$ cat config.mk
export PLATFORM = sky130hd
export DESIGN_NAME = regbank_wb_ctrl_flat
export DESIGN_NICKNAME = d
export VERILOG_FILES = /design/src/rtl/regbank_pkg.sv /design/src/rtl/regbank_wb_ctrl_if.sv /design/src/rtl/regbank_wb_ctrl_fifo.sv /design/src/rtl/regbank_wb_ctrl.sv /design/src/flat_wrapper.sv
export SDC_FILE = /design/constraint.sdc
export NUM_CORES = 1
export LEC_CHECK = 0
export CORE_MARGIN = 2
export CORE_UTILIZATION = 54
export DETAILED_ROUTE_END_ITERATION = 10
export PLACE_DENSITY_LB_ADDON = 0.08
export SLEW_MARGIN = 30
export SYNTH_ARGS = -nofsm -noshare
export SYNTH_HDL_FRONTEND = slang
export SYNTH_SLANG_ARGS = --single-unit
$ cat constraint.sdc
create_clock -name CLK -period 3.5 [get_ports CLK]
set_input_delay 0.7 -clock CLK [delete_from_list [all_inputs] [get_ports CLK]]
set_output_delay 0.7 -clock CLK [all_outputs]
set_load 0.01 [all_outputs]
$ cat src/rtl/regbank_pkg.sv
// Shared constants and types for the register-bank writeback path.
// The write entry type is the unit buffered between the MDU and the write port.
package regbank_pkg;
  localparam int REG_AW = 5;
  localparam int REG_DW = 32;
  localparam logic [REG_AW-1:0] REG_ZERO = '0;

  typedef struct packed {
    logic [REG_AW-1:0] addr;
    logic [REG_DW-1:0] data;
  } wb_entry_t;

  typedef enum logic [1:0] {
    WB_NONE,
    WB_ALU,
    WB_FIFO
  } wb_src_t;
endpackage

$ cat src/rtl/regbank_wb_ctrl_if.sv
// Bundle of producer, decode-query and register-bank write signals for the
// writeback controller. The controller sits on the slave side.
interface regbank_wb_ctrl_if
  import regbank_pkg::*;
#(
  parameter int DW = REG_DW,
  parameter int AW = REG_AW
);
  logic          alu_valid;
  logic [AW-1:0] alu_addr;
  logic [DW-1:0] alu_data;
  logic          mdu_valid;
  logic          mdu_ready;
  logic [AW-1:0] mdu_addr;
  logic [DW-1:0] mdu_data;
  logic          issue_valid;
  logic [AW-1:0] issue_addr;
  logic [AW-1:0] r0Addr;
  logic [AW-1:0] r1Addr;
  logic          r0_busy;
  logic          r1_busy;
  logic          alu_stall;
  logic [AW-1:0] wAddr;
  logic [DW-1:0] wData;
  logic          wEn;
  logic          err;

  modport master (
    output alu_valid, alu_addr, alu_data, mdu_valid, mdu_addr, mdu_data,
           issue_valid, issue_addr, r0Addr, r1Addr,
    input  mdu_ready, r0_busy, r1_busy, alu_stall, wAddr, wData, wEn, err
  );

  modport slave (
    input  alu_valid, alu_addr, alu_data, mdu_valid, mdu_addr, mdu_data,
           issue_valid, issue_addr, r0Addr, r1Addr,
    output mdu_ready, r0_busy, r1_busy, alu_stall, wAddr, wData, wEn, err
  );
endinterface

$ cat src/rtl/regbank_wb_ctrl_fifo.sv
// Small synchronous FIFO buffering MDU results; head is the oldest entry.
// Depth must be a power of two so the pointers wrap naturally.
module wb_fifo
  import regbank_pkg::*;
#(
  parameter int  DEPTH   = 4,
  parameter type entry_t = wb_entry_t
) (
  input  logic                   CLK,
  input  logic                   reset,
  input  logic                   push,
  input  logic                   pop,
  input  entry_t                 din,
  output entry_t                 head,
  output logic                   full,
  output logic                   empty,
  output logic [$clog2(DEPTH):0] count
);
  localparam int PW = $clog2(DEPTH);
  localparam int CW = PW + 1;

  entry_t        mem [DEPTH];
  logic [PW-1:0] wr_ptr;
  logic [PW-1:0] rd_ptr;
  logic          do_push;
  logic          do_pop;

  assign full    = (count == CW'(DEPTH));
  assign empty   = (count == '0);
  assign do_push = push && !full;
  assign do_pop  = pop && !empty;
  assign head    = mem[rd_ptr];

  always_ff @(posedge CLK or posedge reset) begin
    if (reset) begin
      wr_ptr <= '0;
      rd_ptr <= '0;
      count  <= '0;
    end else begin
      if (do_push) wr_ptr <= wr_ptr + 1'b1;
      if (do_pop)  rd_ptr <= rd_ptr + 1'b1;
      case ({do_push, do_pop})
        2'b10:   count <= count + 1'b1;
        2'b01:   count <= count - 1'b1;
        default: count <= count;
      endcase
    end
  end

  // Storage needs no reset; occupancy is tracked by the pointers.
  always_ff @(posedge CLK) begin
    if (do_push) mem[wr_ptr] <= din;
  end
endmodule

$ cat src/rtl/regbank_wb_ctrl.sv
// Register-bank writeback arbiter: ALU results win, MDU results drain from a
// FIFO when the ALU is idle; tracks pending MDU writes for hazard stalls.
module regbank_wb_ctrl
  import regbank_pkg::*;
#(
  parameter int DW           = 32,
  parameter int AW           = 5,
  parameter int FIFO_DEPTH   = 4,
  parameter int STARVE_LIMIT = 3
) (
  input logic              CLK,
  input logic              reset,
  regbank_wb_ctrl_if.slave bus
);
  localparam int CW = $clog2(FIFO_DEPTH) + 1;
  localparam int WW = $clog2(STARVE_LIMIT + 1);

  typedef struct packed {
    logic [AW-1:0] addr;
    logic [DW-1:0] data;
  } entry_t;

  entry_t           push_entry;
  entry_t           head;
  logic             fifo_full;
  logic             fifo_empty;
  logic [CW-1:0]    fifo_count;
  logic             push;
  logic             pop;
  wb_src_t          src;
  logic [2**AW-1:0] busy;
  logic [2**AW-1:0] busy_next;
  logic [WW-1:0]    wait_cnt;
  logic [WW-1:0]    wait_next;
  logic             wen_q;
  logic [AW-1:0]    waddr_q;
  logic [DW-1:0]    wdata_q;
  logic             stall_q;
  logic             err_q;

  assign bus.mdu_ready = (fifo_count != CW'(FIFO_DEPTH)) && !reset;
  assign push          = bus.mdu_valid && bus.mdu_ready && !fifo_full &&
                         (bus.mdu_addr != REG_ZERO);
  // Any ALU result, even to r0, owns the write port this cycle.
  assign pop           = !bus.alu_valid && !fifo_empty;
  assign push_entry    = '{addr: bus.mdu_addr, data: bus.mdu_data};

  wb_fifo #(
    .DEPTH   (FIFO_DEPTH),
    .entry_t (entry_t)
  ) u_fifo (
    .CLK   (CLK),
    .reset (reset),
    .push  (push),
    .pop   (pop),
    .din   (push_entry),
    .head  (head),
    .full  (fifo_full),
    .empty (fifo_empty),
    .count (fifo_count)
  );

  always_comb begin
    src = WB_NONE;
    if (bus.alu_valid && (bus.alu_addr != REG_ZERO)) src = WB_ALU;
    else if (pop)                                    src = WB_FIFO;
  end

  // Clear on pop first so a same-cycle issue to that register re-sets it.
  always_comb begin
    busy_next = busy;
    if (pop) busy_next[head.addr] = 1'b0;
    if (bus.issue_valid && (bus.issue_addr != REG_ZERO))
      busy_next[bus.issue_addr] = 1'b1;
    busy_next[0] = 1'b0;
  end

  always_comb begin
    wait_next = wait_cnt;
    if (pop || fifo_empty)                 wait_next = '0;
    else if (wait_cnt < WW'(STARVE_LIMIT)) wait_next = wait_cnt + 1'b1;
  end

  always_ff @(posedge CLK or posedge reset) begin
    if (reset) begin
      wen_q    <= 1'b0;
      waddr_q  <= '0;
      wdata_q  <= '0;
      stall_q  <= 1'b0;
      err_q    <= 1'b0;
      busy     <= '0;
      wait_cnt <= '0;
    end else begin
      wait_cnt <= wait_next;
      stall_q  <= (wait_next >= WW'(STARVE_LIMIT));
      busy     <= busy_next;
      if (bus.alu_valid && stall_q) err_q <= 1'b1;
      case (src)
        WB_ALU: begin
          wen_q   <= 1'b1;
          waddr_q <= bus.alu_addr;
          wdata_q <= bus.alu_data;
        end
        WB_FIFO: begin
          wen_q   <= 1'b1;
          waddr_q <= head.addr;
          wdata_q <= head.data;
        end
        default: wen_q <= 1'b0;
      endcase
    end
  end

  assign bus.wEn       = wen_q;
  assign bus.wAddr     = waddr_q;
  assign bus.wData     = wdata_q;
  assign bus.alu_stall = stall_q;
  assign bus.err       = err_q;
  assign bus.r0_busy   = busy[bus.r0Addr];
  assign bus.r1_busy   = busy[bus.r1Addr];
endmodule

$ cat src/flat_wrapper.sv
// flat-port wrapper written by rule: the top's interface ports become plain ports
module regbank_wb_ctrl_flat import regbank_pkg::*;
#(
  parameter int DW           = 32,
  parameter int AW           = 5,
  parameter int FIFO_DEPTH   = 4,
  parameter int STARVE_LIMIT = 3
)
  (CLK, reset, bus_alu_valid, bus_alu_addr, bus_alu_data, bus_mdu_valid, bus_mdu_addr, bus_mdu_data, bus_issue_valid, bus_issue_addr, bus_r0Addr, bus_r1Addr, bus_mdu_ready, bus_r0_busy, bus_r1_busy, bus_alu_stall, bus_wAddr, bus_wData, bus_wEn, bus_err);
  regbank_wb_ctrl_if #(.DW(DW), .AW(AW)) bus_i ();
  input logic CLK;
  input logic reset;
  input wire logic [$bits(bus_i.alu_valid)-1:0] bus_alu_valid;
  input wire logic [$bits(bus_i.alu_addr)-1:0] bus_alu_addr;
  input wire logic [$bits(bus_i.alu_data)-1:0] bus_alu_data;
  input wire logic [$bits(bus_i.mdu_valid)-1:0] bus_mdu_valid;
  input wire logic [$bits(bus_i.mdu_addr)-1:0] bus_mdu_addr;
  input wire logic [$bits(bus_i.mdu_data)-1:0] bus_mdu_data;
  input wire logic [$bits(bus_i.issue_valid)-1:0] bus_issue_valid;
  input wire logic [$bits(bus_i.issue_addr)-1:0] bus_issue_addr;
  input wire logic [$bits(bus_i.r0Addr)-1:0] bus_r0Addr;
  input wire logic [$bits(bus_i.r1Addr)-1:0] bus_r1Addr;
  output wire logic [$bits(bus_i.mdu_ready)-1:0] bus_mdu_ready;
  output wire logic [$bits(bus_i.r0_busy)-1:0] bus_r0_busy;
  output wire logic [$bits(bus_i.r1_busy)-1:0] bus_r1_busy;
  output wire logic [$bits(bus_i.alu_stall)-1:0] bus_alu_stall;
  output wire logic [$bits(bus_i.wAddr)-1:0] bus_wAddr;
  output wire logic [$bits(bus_i.wData)-1:0] bus_wData;
  output wire logic [$bits(bus_i.wEn)-1:0] bus_wEn;
  output wire logic [$bits(bus_i.err)-1:0] bus_err;
  assign bus_i.alu_valid = bus_alu_valid;
  assign bus_i.alu_addr = bus_alu_addr;
  assign bus_i.alu_data = bus_alu_data;
  assign bus_i.mdu_valid = bus_mdu_valid;
  assign bus_i.mdu_addr = bus_mdu_addr;
  assign bus_i.mdu_data = bus_mdu_data;
  assign bus_i.issue_valid = bus_issue_valid;
  assign bus_i.issue_addr = bus_issue_addr;
  assign bus_i.r0Addr = bus_r0Addr;
  assign bus_i.r1Addr = bus_r1Addr;
  assign bus_mdu_ready = bus_i.mdu_ready;
  assign bus_r0_busy = bus_i.r0_busy;
  assign bus_r1_busy = bus_i.r1_busy;
  assign bus_alu_stall = bus_i.alu_stall;
  assign bus_wAddr = bus_i.wAddr;
  assign bus_wData = bus_i.wData;
  assign bus_wEn = bus_i.wEn;
  assign bus_err = bus_i.err;
  regbank_wb_ctrl #(.DW(DW), .AW(AW), .FIFO_DEPTH(FIFO_DEPTH), .STARVE_LIMIT(STARVE_LIMIT)) u_core (.CLK(CLK), .reset(reset), .bus(bus_i));
endmodule
Word-level counts from Yosys, hierarchy flattened
Memory sizes are Yosys's and may differ from the RTL's.
Index checks and enable logic that the tools add are counted.

storage, ports and cells
  bits in registers = 80
  memories = 1
  latch bits = 0
  RAM bits = 148
  output and inout bits = 43
  input port bits = 94
  logic and storage cells = 77
  bits in read-only memories = 0

memory list
  memory             words  bits a word  rd ports  clocked after Yosys merged registers in  wr ports  line                        text
  u_core.u_fifo.mem  4      37           1         0                                        1         regbank_wb_ctrl_fifo.sv:22  entry_t mem [DEPTH];

operators by class
  order comparisons = 8
  divide/modulo/power cells = 0
  muxes and demuxes = 20
  equality and inequality tests = 6
  bitwise logic cells = 3
  $mul = 0
  reductions and logical operators = 24
  add/sub/neg operators = 5
  shift-type cells = 0

operator list
  operator               count
  $mux W32               2
  $pmux W32 S2           1
  $and A32 B32 Y32       1
  $not A32 Y32           1
  $or A32 B32 Y32        1
  $lt A5 B6 Y1 const B   4
  $reduce_bool A5 Y1     3
  $logic_and A1 B1 Y1    12
  $bmux W1 S5            2
  $demux W1 S5           2
  $ge A5 B1 Y1 const B   2
  $pmux W5 S2            1
  $mux W2                4
  $mux W1                7
  $add A2 B1 Y2 const B  3
  $pmux W3 S2            1
  $eq A2 B1 Y1 const B   2
  $eq A2 B2 Y1 const B   2
  $logic_not A1 Y1       4
  $reduce_bool A2 Y1     2
  $add A3 B1 Y3 const B  1
  $eq A3 B3 Y1 const B   1
  $logic_not A3 Y1       1
  $ne A3 B3 Y1 const B   1
  other kinds (5)        5

Logic depth before layout (Yosys ltp)
Gate-level depths: netlist of the first run.
An unclocked memory read counts as a cell.

  word-level depth = 10
  mapped depth = 11
  depth with buffers taken out = 10

Hierarchy
A second synthesis of the first run with hierarchy kept.

unflattened totals
  cell total of the unflattened synthesis = 616
  area, all modules = 9555.4 µm²

modules (own cells, without submodules)
  module           sequential area each (µm²)  area an instance (µm²)  times used  cells each
  wb_fifo          4619.4                      5759.3                  1           231
  regbank_wb_ctrl  1826.8                      3796.1                  1           385

Worst setup path before layout of the first run
OpenSTA, ideal clock, no wires.

  kind = input to output
  start = input bus_r0Addr[1]
  end = output bus_r0_busy
  slack = 667 ps
  stages on the path = 5
  data arrival time = 2133 ps
  cell sequence = buf_2 > mux2_2 > a221oi_1 > a2111oi_0 > or4_1

between the ends
  word-level cells in the longest chain between the ends = 2

RTL lines
  item                           line                    text
  from (decl)                    flat_wrapper.sv:21      input wire logic [$bits(bus_i.r0Addr)-1:0] bus_r0Addr;
  $bmux W1 S5                    regbank_wb_ctrl.sv:119  assign bus.r0_busy = busy[bus.r0Addr];
  $mux W1 (not written as such)  regbank_wb_ctrl.sv:119
  to (decl)                      flat_wrapper.sv:24      output wire logic [$bits(bus_i.r0_busy)-1:0] bus_r0_busy;

Every way passes these cells. The select of a mux whose other input is x is not followed.

Worst setup path in the final report of the first run
  start = input bus_r1Addr[1]
  end = output bus_r1_busy

between the ends
  word-level cells in the longest chain between the ends = 2

RTL lines
  item                           line                    text
  from (decl)                    flat_wrapper.sv:22      input wire logic [$bits(bus_i.r1Addr)-1:0] bus_r1Addr;
  $bmux W1 S5                    regbank_wb_ctrl.sv:120  assign bus.r1_busy = busy[bus.r1Addr];
  $mux W1 (not written as such)  regbank_wb_ctrl.sv:120
  to (decl)                      flat_wrapper.sv:25      output wire logic [$bits(bus_i.r1_busy)-1:0] bus_r1_busy;

Every way passes these cells. The select of a mux whose other input is x is not followed.

==> results of run 1 <==
power by group:
group | internal [W] | switching (W) | total (W)
logic | 0.00142 | 0.00125 | 0.00267
registers | 0.00351 | 0.000424 | 0.00394
clock network | 0.00131 | 0.000984 | 0.00229
Yosys cell counts (2+ instances only):
cell type,number
edfxtp_1,148
nand2_1,101
dfrtp_1,80
mux4_2,51
o21ai_1,43
mux2i_1,33
o21ai_0,21
buf_2,12
clkbuf_1,12
inv_1,10
nor2_1,6
and3_1,5
ha_1,5
nand3_1,5
nand3b_1,5
and2_1,4
nand4_1,4
nor2b_1,4
nor3b_1,4
xnor2_1,4
a221o_1,3
and3b_1,3
buf_1,3
mux2_2,3
nand4b_1,3
or3_1,3
or4_1,3
a2111oi_0,2
a221oi_1,2
a22oi_1,2
and4b_1,2
buf_4,2
buf_6,2
nor3_1,2
nor4bb_1,2
or3b_1,2
or4b_1,2
xor2_1,2
layout make-up:
class,count,area [sq um]
timing repair buffer,159,1569
tap,225,281.5
clock buffer,31,646.9
inverter,11,42.54
fill,1188,5316
sequential,228,6449
multi-input combinational,339,2915
clock inverter,13,76.32
how the worst max path moves through the flow:
| stage | start | to | slack (ns) | depth (start not counted) |
|---|---|---|---|---|
| floorplan | bus_r0Addr[1] | bus_r0_busy | 0.67 | 5 |
| global placement | bus_r0Addr[1] | bus_r0_busy | -0.22 | 7 |
| detailed placement | bus_r0Addr[1] | bus_r0_busy | -0.25 | 7 |
| CTS | bus_r0Addr[1] | bus_r0_busy | 0.006 | 7 |
| global route | bus_r1Addr[1] | bus_r1_busy | 0.03 | 7 |
| finish | bus_r1Addr[1] | bus_r1_busy | 0.11 | 7 |
flip-flops by register name, summed over array words and instances (netlist names):
register,flops
u_core.u_fifo.wr_ptr,2
u_core.bus.alu_stall,1
u_core.u_fifo.rd_ptr,2
u_core.bus.err,1
u_core.bus.wAddr,5
u_core.u_fifo.mem,148
u_core.bus.wEn,1
u_core.wait_cnt,2
u_core.u_fifo.count,3
u_core.busy,31
u_core.bus.wData,32
per-layer routing:
layer | GRT usage, % | vias to the layer above | share of wire [%]
met5 | 0 | - | 0
met4 | 7.503 | 0 | 2.0
met3 | 4.111 | 33 | 6.1
met2 | 39.78 | 199 | 52
met1 | 29.59 | 2963 | 40
li1 | - | 2643 | -
logic make-up after synthesis:
kind of cell	share of synthesized area [%]
buffers and inverters	2.048
AOI/OAI and AO/OA	4.504
xor gates and xnor gates	0.5515
and+or+nand+nor	8.508
muxes	15.87
DFF	67.65
adders and majority gates	0.8666
per-stage QoR:
step	hold WS (ns)	util, %	cell area [sq um]	std cells	setup WS [ns]
after CTS	0.4765	69.26	11980	1006	0.005812
after global placement	0.4349	65.03	11250	962	-0.2246
after floorplan	0.4233	-	9529	609	0.6666
after global routing	0.4986	69.26	11980	1006	0.03200
after detailed placement	0.4596	65.03	11250	962	-0.2526
final	0.4684	69.26	11980	1006	0.1084
critical path: stages:
cell and delay (ns):
clkdlybuf4s50_1 0.47, buf_6 0.14, mux2_2 0.34, a221oi_1 0.26, a2111oi_0 0.11, or4_1 0.53, clkbuf_2 0.15
what timing repair did:
action                                  CTS  global route
endpoints found under the hold margin     0             0
endpoints found under the setup margin    2             2
resized for setup                         6             3
buffers inserted                          0             0
pin swaps                                 0             0
==> impl_metrics.yaml, run 1 <==
routing:
  routed_wl_mm: 20.81
  drc: 0
  first_iter_violations: 384
  routed_via_density: 5.803
  vias: 5838
  wl_per_cell_um: 20.69
  postRouteAntennaNets: 0
  first_pass_iters: 5
timing:
  fin_crit_sh_pct: 96.90
  rsz0062_at_grt: "false"
  setup_viol: 0
  worst_pin_slew_ns: 0.7626
  slew_viol_final: 0
  fin_skew_ns: 0.01991
  tns_ns: 0
  fmax_mhz: 294.8
  hold_viol_final: 0
  period_needed_ns: 3.392
  slew_headroom_pct: 49.16
hold_path:
  min_path_type: "reg -> reg"
  hold_start: "u_core.wait_cnt[0]"
  min_to: "u_core.wait_cnt[0]"
  hold_depth: 1
synth:
  synth-async-reset-ratio_pct: 35.09
  yosysWarnings: 0
  synth-main-ff-cell: "edfxtp_1"
  syn_nets: 709
  syn_inst: 609
  netlist_area_sq_um: 9529
  synth_edf_count: 148
  synth_top_cell_area_share_pct: 46.64
  ys_seq_area_share_pct: 67.65
  syn_avg_cell_area_sq_um: 15.65
  synth_cell_types: 47
  ys_ff_latch: 228
  yosys.area.top_type: "edfxtp_1"
  synth.area.top_cells: "edfxtp_1 47%, dfrtp_1 21%, mux4_2 12%"
cts:
  clkSinkCount: 228
  cts_tree: "yes"
  cts_max_level: 1
  clock-root-buffer: "clkbuf_16"
  cts_buffer_depth: 3
  clk-insertion-delay-late_ns: 0.51
  clkTransAtPathRegs_ns: 0.06
  cts_hold_buffers: 0
  numCtsBuffers: 24
final_layout:
  synthToLayoutAreaGrowth_pct: 25.72
  layout-drive-gt1-share_pct: 16.39
  final_cell_mix: "148 x edfxtp_1, 134 x clkdlybuf4s50_1, 101 x nand2_1"
  final_common_cell: "edfxtp_1"
  antenna_cells: 0
  final_net_count: 863
pwr:
  vdd_drop_max_mv: 0.5225
  power_w: 0.008899
  power.density_nw_per_um2: 742.8
  leakagePower_nw: 4.489
critical_path:
  worstReg2RegStart: "u_core.u_fifo.rd_ptr[0]"
  crit_arrival_ns: 2.69
  cp-end-kind: "primary output"
  crit_fanout: 6
  cp.required_ns: 2.80
  timing.rr.end: "u_core.busy[13]"
  rr_worst_depth: 4
  cp-start-kind: "input port"
  crit_type: "in -> out"
  r2r_setup_slack_ns: 1.00
run_status:
  outcome: "finished, final reports clean"
global_routing:
  grt_remaining_overflow: 0
  grt_pass1_vias: 6166
  antenna_found_initial: 1
  track_usage_pct: 22.95
  grt_max_degree: 71
  grt_pass1_wl_mm: 32.65
floorplan:
  coreArea_sq_um: 17300
  ios: 137
  die_w_um: 136.8
  rows: 48
  dieArea_sq_um: 18730
  die_height_um: 136.8
  initial_utilization_pct: 55.09
job:
  drv_cap: 0
placed_design:
  port-buffer-count: 136
  gp_congestion: 0.9005
  dp_hpwl_mm: 13.85
Power figures use the tool's default switching activity.
==> run 2, diff against run 1 <==
Settings changed: CORE_MARGIN 2 to default.
==> run 2 against run 1 <==
  * Non-clock buffer count fell by 1
  * Routed wire length is 1.7% lower
  * Sequential power hardly changed
  * Clock-buffer cell count increased by 1
  * Fmax fell by 0.96%
  * Power up 1.6%
  * Global-route usage rose by 0.12 points
  * Cell area increased by 0.17%
  * Sequential share of layout area decreased by 0.090 points
  * Clock skew shrank 0.011 ns
  * First-iteration DRC count shrank 2.3%
  * Final cell count decreased by 0.40%
==> impl_metrics.yaml, run 2 (synthesis results as in run 1) <==
timing:
  setup_viol: 0
  worst_pin_slew_ns: 0.8069
  fmax_mhz: 292.0
  hold_viol_final: 0
  hold_ws_ns: 0.4521
  slew_viol_final: 0
  finalWorstSetupSlack_ns: 0.07551
  rsz0062_at_grt: "false"
  fin_skew_ns: 0.008706
  period_needed_ns: 3.424
  fin_crit_sh_pct: 97.84
  slew_headroom_pct: 46.01
hold_path:
  min_to: "u_core.wait_cnt[0]"
  hold_start: "u_core.wait_cnt[0]"
  hold_depth: 1
  min_path_type: "reg -> reg"
final_layout:
  finalNonFillerCells: 1002
  final_core_util_pct: 69.62
  final_net_count: 861
  largest_register: "u_core.u_fifo.mem"
  antenna_cells: 0
  layout-drive-gt1-share_pct: 15.57
  final_common_cell: "edfxtp_1"
  synthToLayoutAreaGrowth_pct: 25.93
  final_cell_mix: "148 x edfxtp_1, 134 x clkdlybuf4s50_1, 101 x nand2_1"
  largest_reg_flops: 148
  fill_cells: 1151
cts:
  clkTransAtPathRegs_ns: 0.07
  cts_resized: 8
  postCtsSetupBuffers: 0
  cts_buffer_depth: 3
  cts_tree: "yes"
  clkSinkCount: 228
  cts_max_level: 1
  numCtsBuffers: 23
  clk-insertion-delay-late_ns: 0.51
  clock-root-buffer: "clkbuf_16"
  cts_hold_buffers: 0
global_routing:
  grt_pass1_wl_mm: 32.00
  grt_pass1_vias: 6163
  grt_max_degree: 71
  track_usage_pct: 23.08
  antenna_found_initial: 0
  grt_remaining_overflow: 0
pwr:
  p_sw_share_pct: 29.26
  power.density_nw_per_um2: 753.4
  leakagePower_nw: 4.482
  combPwrFrac_pct: 30.0
  intPower_w: 0.006396
  vdd_drop_max_mv: 0.4670
  p_switching_w: 0.002646
  p_seq_share_pct: 43.2
  clock_power_share_pct: 26.8
critical_path:
  r2r_setup_slack_ns: 1.21
  cp-end-kind: "primary output"
  worstReg2RegStart: "u_core.u_fifo.rd_ptr[0]"
  crit_type: "in -> out"
  cp.required_ns: 2.80
  crit_fanout: 7
  crit_arrival_ns: 2.72
  rr_worst_depth: 4
  cp-start-kind: "input port"
  timing.rr.end: "u_core.busy[26]"
placed_design:
  gp_congestion: 0.9449
  place_ws_ns: -0.3195
  place_inst: 961
  dp_hpwl_mm: 13.10
  port-buffer-count: 136
routing:
  postRouteAntennaNets: 0
  first_iter_violations: 375
  wl_per_cell_um: 20.42
  vias: 5860
  drc: 0
  first_pass_iters: 5
  routed_via_density: 5.848
  routed_wl_mm: 20.46
floorplan:
  rows: 48
  ios: 137
  die_w_um: 134.8
  coreArea_sq_um: 17240
  die_height_um: 134.8
  dieArea_sq_um: 18180
  initial_utilization_pct: 55.28
run_status:
  outcome: "finished, final reports clean"
job:
  drv_cap: 0
## run 2: changes by cell type in the layout (fill, tap and decap cells not counted), moves of 2 or more
cell / before / now
clkinv_2: 9 / 3
bufinv_16: 0 / 3
clkbuf_1: 5 / 8
buf_4: 18 / 16
## run 2: power by group through the flow
stage / logic [W] / registers [W] / clock network, W
finish: 0.00271 / 0.00391 / 0.00242
CTS: 0.00275 / 0.00390 / 0.00246
global placement: 0.00267 / 0.00391 / 0
detailed placement: 0.00273 / 0.00395 / 0
global route: 0.00296 / 0.00397 / 0.00255
floorplan: 0.00163 / 0.00391 / 0
## run 2: how the worst max path moves through the flow
stage | from | end
final | bus_r1Addr[1] | bus_r1_busy
after detailed placement | bus_r0Addr[1] | bus_r0_busy
after global routing | bus_r1Addr[1] | bus_r1_busy
after floorplan | bus_r0Addr[1] | bus_r0_busy
after CTS | bus_r1Addr[1] | bus_r1_busy
after global placement | bus_r1Addr[1] | bus_r1_busy
## run 2: final cells by class
| cell class | count | area, sq um | area share, % |
|---|---|---|---|
| sequential | 228 | 6449 | 53.74 |
| multi-input combinational | 339 | 2912 | 24.26 |
| timing repair buffer | 158 | 1574 | 13.12 |
| clock buffer | 32 | 619.3 | 5.161 |
| tap | 225 | 281.5 | 2.346 |
| clock inverter | 9 | 121.4 | 1.011 |
| inverter | 11 | 43.79 | 0.3649 |
## run 2: layer usage
metal	share of wire [%]	GRT usage (%)	vias to the layer above
li1	-	-	2638
met1	41	29.83	2972
met2	51	40.41	215
met3	6.0	4.017	35
met4	1.6	6.305	0
met5	0	0	-
## run 2: metrics by stage
stage | power [W] | TNS [ns] | cell area (sq um)
2_1_floorplan | 0.005543 | 0 | 9529
3_3_place_gp | 0.006572 | -0.4271 | 11250
3_5_place_dp | 0.006680 | -0.5734 | 11250
4_1_cts | 0.009117 | 0 | 12010
5_1_grt | 0.009474 | 0 | 12000
6_report | 0.009041 | 0 | 12000
## run 2: worst max-delay path: stages
cell and delay [ns]:
clkdlybuf4s50_1 0.48, buf_6 0.14, mux2_2 0.35, a221oi_1 0.26, a2111oi_0 0.10, or4_1 0.54
clkbuf_2 0.15
==> run 3, diff against run 2 <==
Settings changed: CTS_CLUSTER_SIZE from default to 40.
Clock period 3.5 ns to 3.7 ns, I/O delays scaled along.
==> run 3 against run 2 <==
  * Die area unchanged
  * Worst setup slack improved by 0.021 ns
  * Critical path depth unchanged
  * Power decreased by 3.8%
  * Clock skew increased by 0.0089 ns
  * Register-to-register slack improved by 0.10 ns
  * Cell area increased by 0.40%
  * Global-route usage increased by 0.66 points
  * Final cell count unchanged
  * First-iteration DRC count decreased by 20%
  * Sequential power decreased by 4%
  * Via count decreased by 1.4%
  * Highest routed layer unchanged
==> impl_metrics.yaml, run 3 (synthesis results as in run 1) <==
critical_path:
  path_buf_inv: 3
  crit_path_frequent_cell: "nand4_1"
  max_stage_delay_ns: 0.51
  cp-end-kind: "primary output"
  crit_type: "in -> out"
  crit_arrival_ns: 2.86
  crit_path_top_delay_cell: "mux4_2"
  r2r_setup_slack_ns: 1.31
  crit_family: "buffers and inverters"
  cp-start-kind: "input port"
  cp.required_ns: 2.96
  crit_fanout: 6
  path_cells: "clkdlybuf4s50_1 -> buf_4 -> mux4_2 -> nand4_1 -> nand4_1 -> or4_1 -> dlygate4sd2_1"
cts:
  cts_tree: "yes"
  clk-insertion-delay-late_ns: 0.52
  cts_buffer_depth: 3
  numCtsBuffers: 23
  clkTransAtPathRegs_ns: 0.06
  cts_max_level: 1
  clkSinkCount: 228
  cts_hold_buffers: 0
  clock-root-buffer: "clkbuf_16"
global_routing:
  grt_pass1_vias: 5991
  antenna_found_initial: 0
  grt_remaining_overflow: 0
  grt_pass1_wl_mm: 32.55
  track_usage_pct: 23.74
  grt_max_degree: 71
routing:
  vias: 5778
  postRouteAntennaNets: 0
  first_pass_iters: 4
  first_iter_violations: 300
  routed_wl_mm: 20.84
  routed_via_density: 5.766
  drc: 0
  wl_per_cell_um: 20.80
pwr:
  power.density_nw_per_um2: 722.0
  vdd_drop_max_mv: 0.7015
  p_seq_share_pct: 43.0
  clock_power_share_pct: 27.8
  p_switching_w: 0.002548
  combPwrFrac_pct: 29.2
  leakagePower_nw: 4.505
  intPower_w: 0.006150
  p_sw_share_pct: 29.30
timing:
  slew_headroom_pct: 45.72
  hold_ws_ns: 0.4581
  rsz0062_at_grt: "false"
  worst_pin_slew_ns: 0.8112
  hold_viol_final: 0
  slew_viol_final: 0
  setup_viol: 0
  fin_crit_sh_pct: 97.39
  period_needed_ns: 3.603
  tns_ns: 0
  fin_skew_ns: 0.01765
  fmax_mhz: 277.5
floorplan:
  die_w_um: 134.8
  ios: 137
  coreArea_sq_um: 17240
  dieArea_sq_um: 18180
  initial_utilization_pct: 55.28
  die_height_um: 134.8
  rows: 48
final_layout:
  final_net_count: 860
  final_cell_mix: "148 x edfxtp_1, 134 x clkdlybuf4s50_1, 101 x nand2_1"
  antenna_cells: 0
  fill_cells: 1129
  final_core_util_pct: 69.90
  layout-drive-gt1-share_pct: 15.70
  finalNonFillerCells: 1002
  largest_reg_flops: 148
  synthToLayoutAreaGrowth_pct: 26.43
  final_common_cell: "edfxtp_1"
  design_area_sq_um: 12050
  largest_register: "u_core.u_fifo.mem"
placed_design:
  gp_congestion: 0.9431
  place_inst: 960
  dpl_cell_area_sq_um: 11250
  port-buffer-count: 136
  dp_hpwl_mm: 13.54
job:
  drv_cap: 0
hold_path:
  min_path_type: "reg -> reg"
run_status:
  outcome: "finished, final reports clean"
==> run 3: cell count changes in the layout (fill, tap and decap cells not counted), sizes merged <==
| cell | delta |
|---|---|
| dlygate4sd2 | +2 |
| clkbuf | -3 |
| clkinv | +2 |
| clkinvlp | +1 |
| buf | -2 |
| inv | -1 |
| bufinv | +1 |
==> run 3: final timing paths <==
kind,startpoint,to,depth (start not counted)
hold reg to reg,u_core.bus.err,u_core.bus.err,1
setup reg to reg,u_core.u_fifo.rd_ptr[0],u_core.busy[7],5
setup / recovery,bus_r1Addr[1],bus_r1_busy,7
hold / removal,u_core.bus.err,u_core.bus.err,1
min in group asynchronous,reset,u_core.bus.wData[1],2
max in group asynchronous,reset,u_core.bus.wAddr[2],3
==> run 3: power groups by stage <==
stage,sequential (W),combinational [W],clock [W]
floorplan,0.00370,0.00154,0
global placement,0.00376,0.00251,0
detailed placement,0.00378,0.00256,0
CTS,0.00374,0.00257,0.00246
global route,0.00380,0.00276,0.00255
finish,0.00374,0.00254,0.00242
==> run 3: per-stage QoR <==
step,worst slack [ns],total power [W]
6_report,0.09651,0.008698
3_3_place_gp,-0.1015,0.006264
4_1_cts,0.08478,0.008769
3_5_place_dp,-0.1109,0.006339
2_1_floorplan,0.7866,0.005243
5_1_grt,0.01423,0.009112
==> run 3: layout make-up <==
cell class                 count  area, sq um  area share [%]
clock buffer                  30        621.8           5.161
clock inverter                12        175.2           1.454
inverter                      11        42.54          0.3531
multi-input combinational    339         2912           24.17
sequential                   228         6449           53.53
tap                          225        281.5           2.337
timing repair buffer         157         1567           13.00
==> run 3: what timing repair did <==
action                     in CTS  in global routing
setup buffers                   0                  0
resized for setup               2                  1
setup endpoints to repair       2                  1
hold endpoints to repair        0                  0
==> run 3: layer usage <==
metal  vias to the layer above  global-route usage, %  wire [um]
li1                       2638                      -          -
met1                      2909                  31.16       8506
met2                       195                  41.07      10770
met3                        36                  3.941       1203
met4                         0                  6.804        364
met5                         -                      0          0
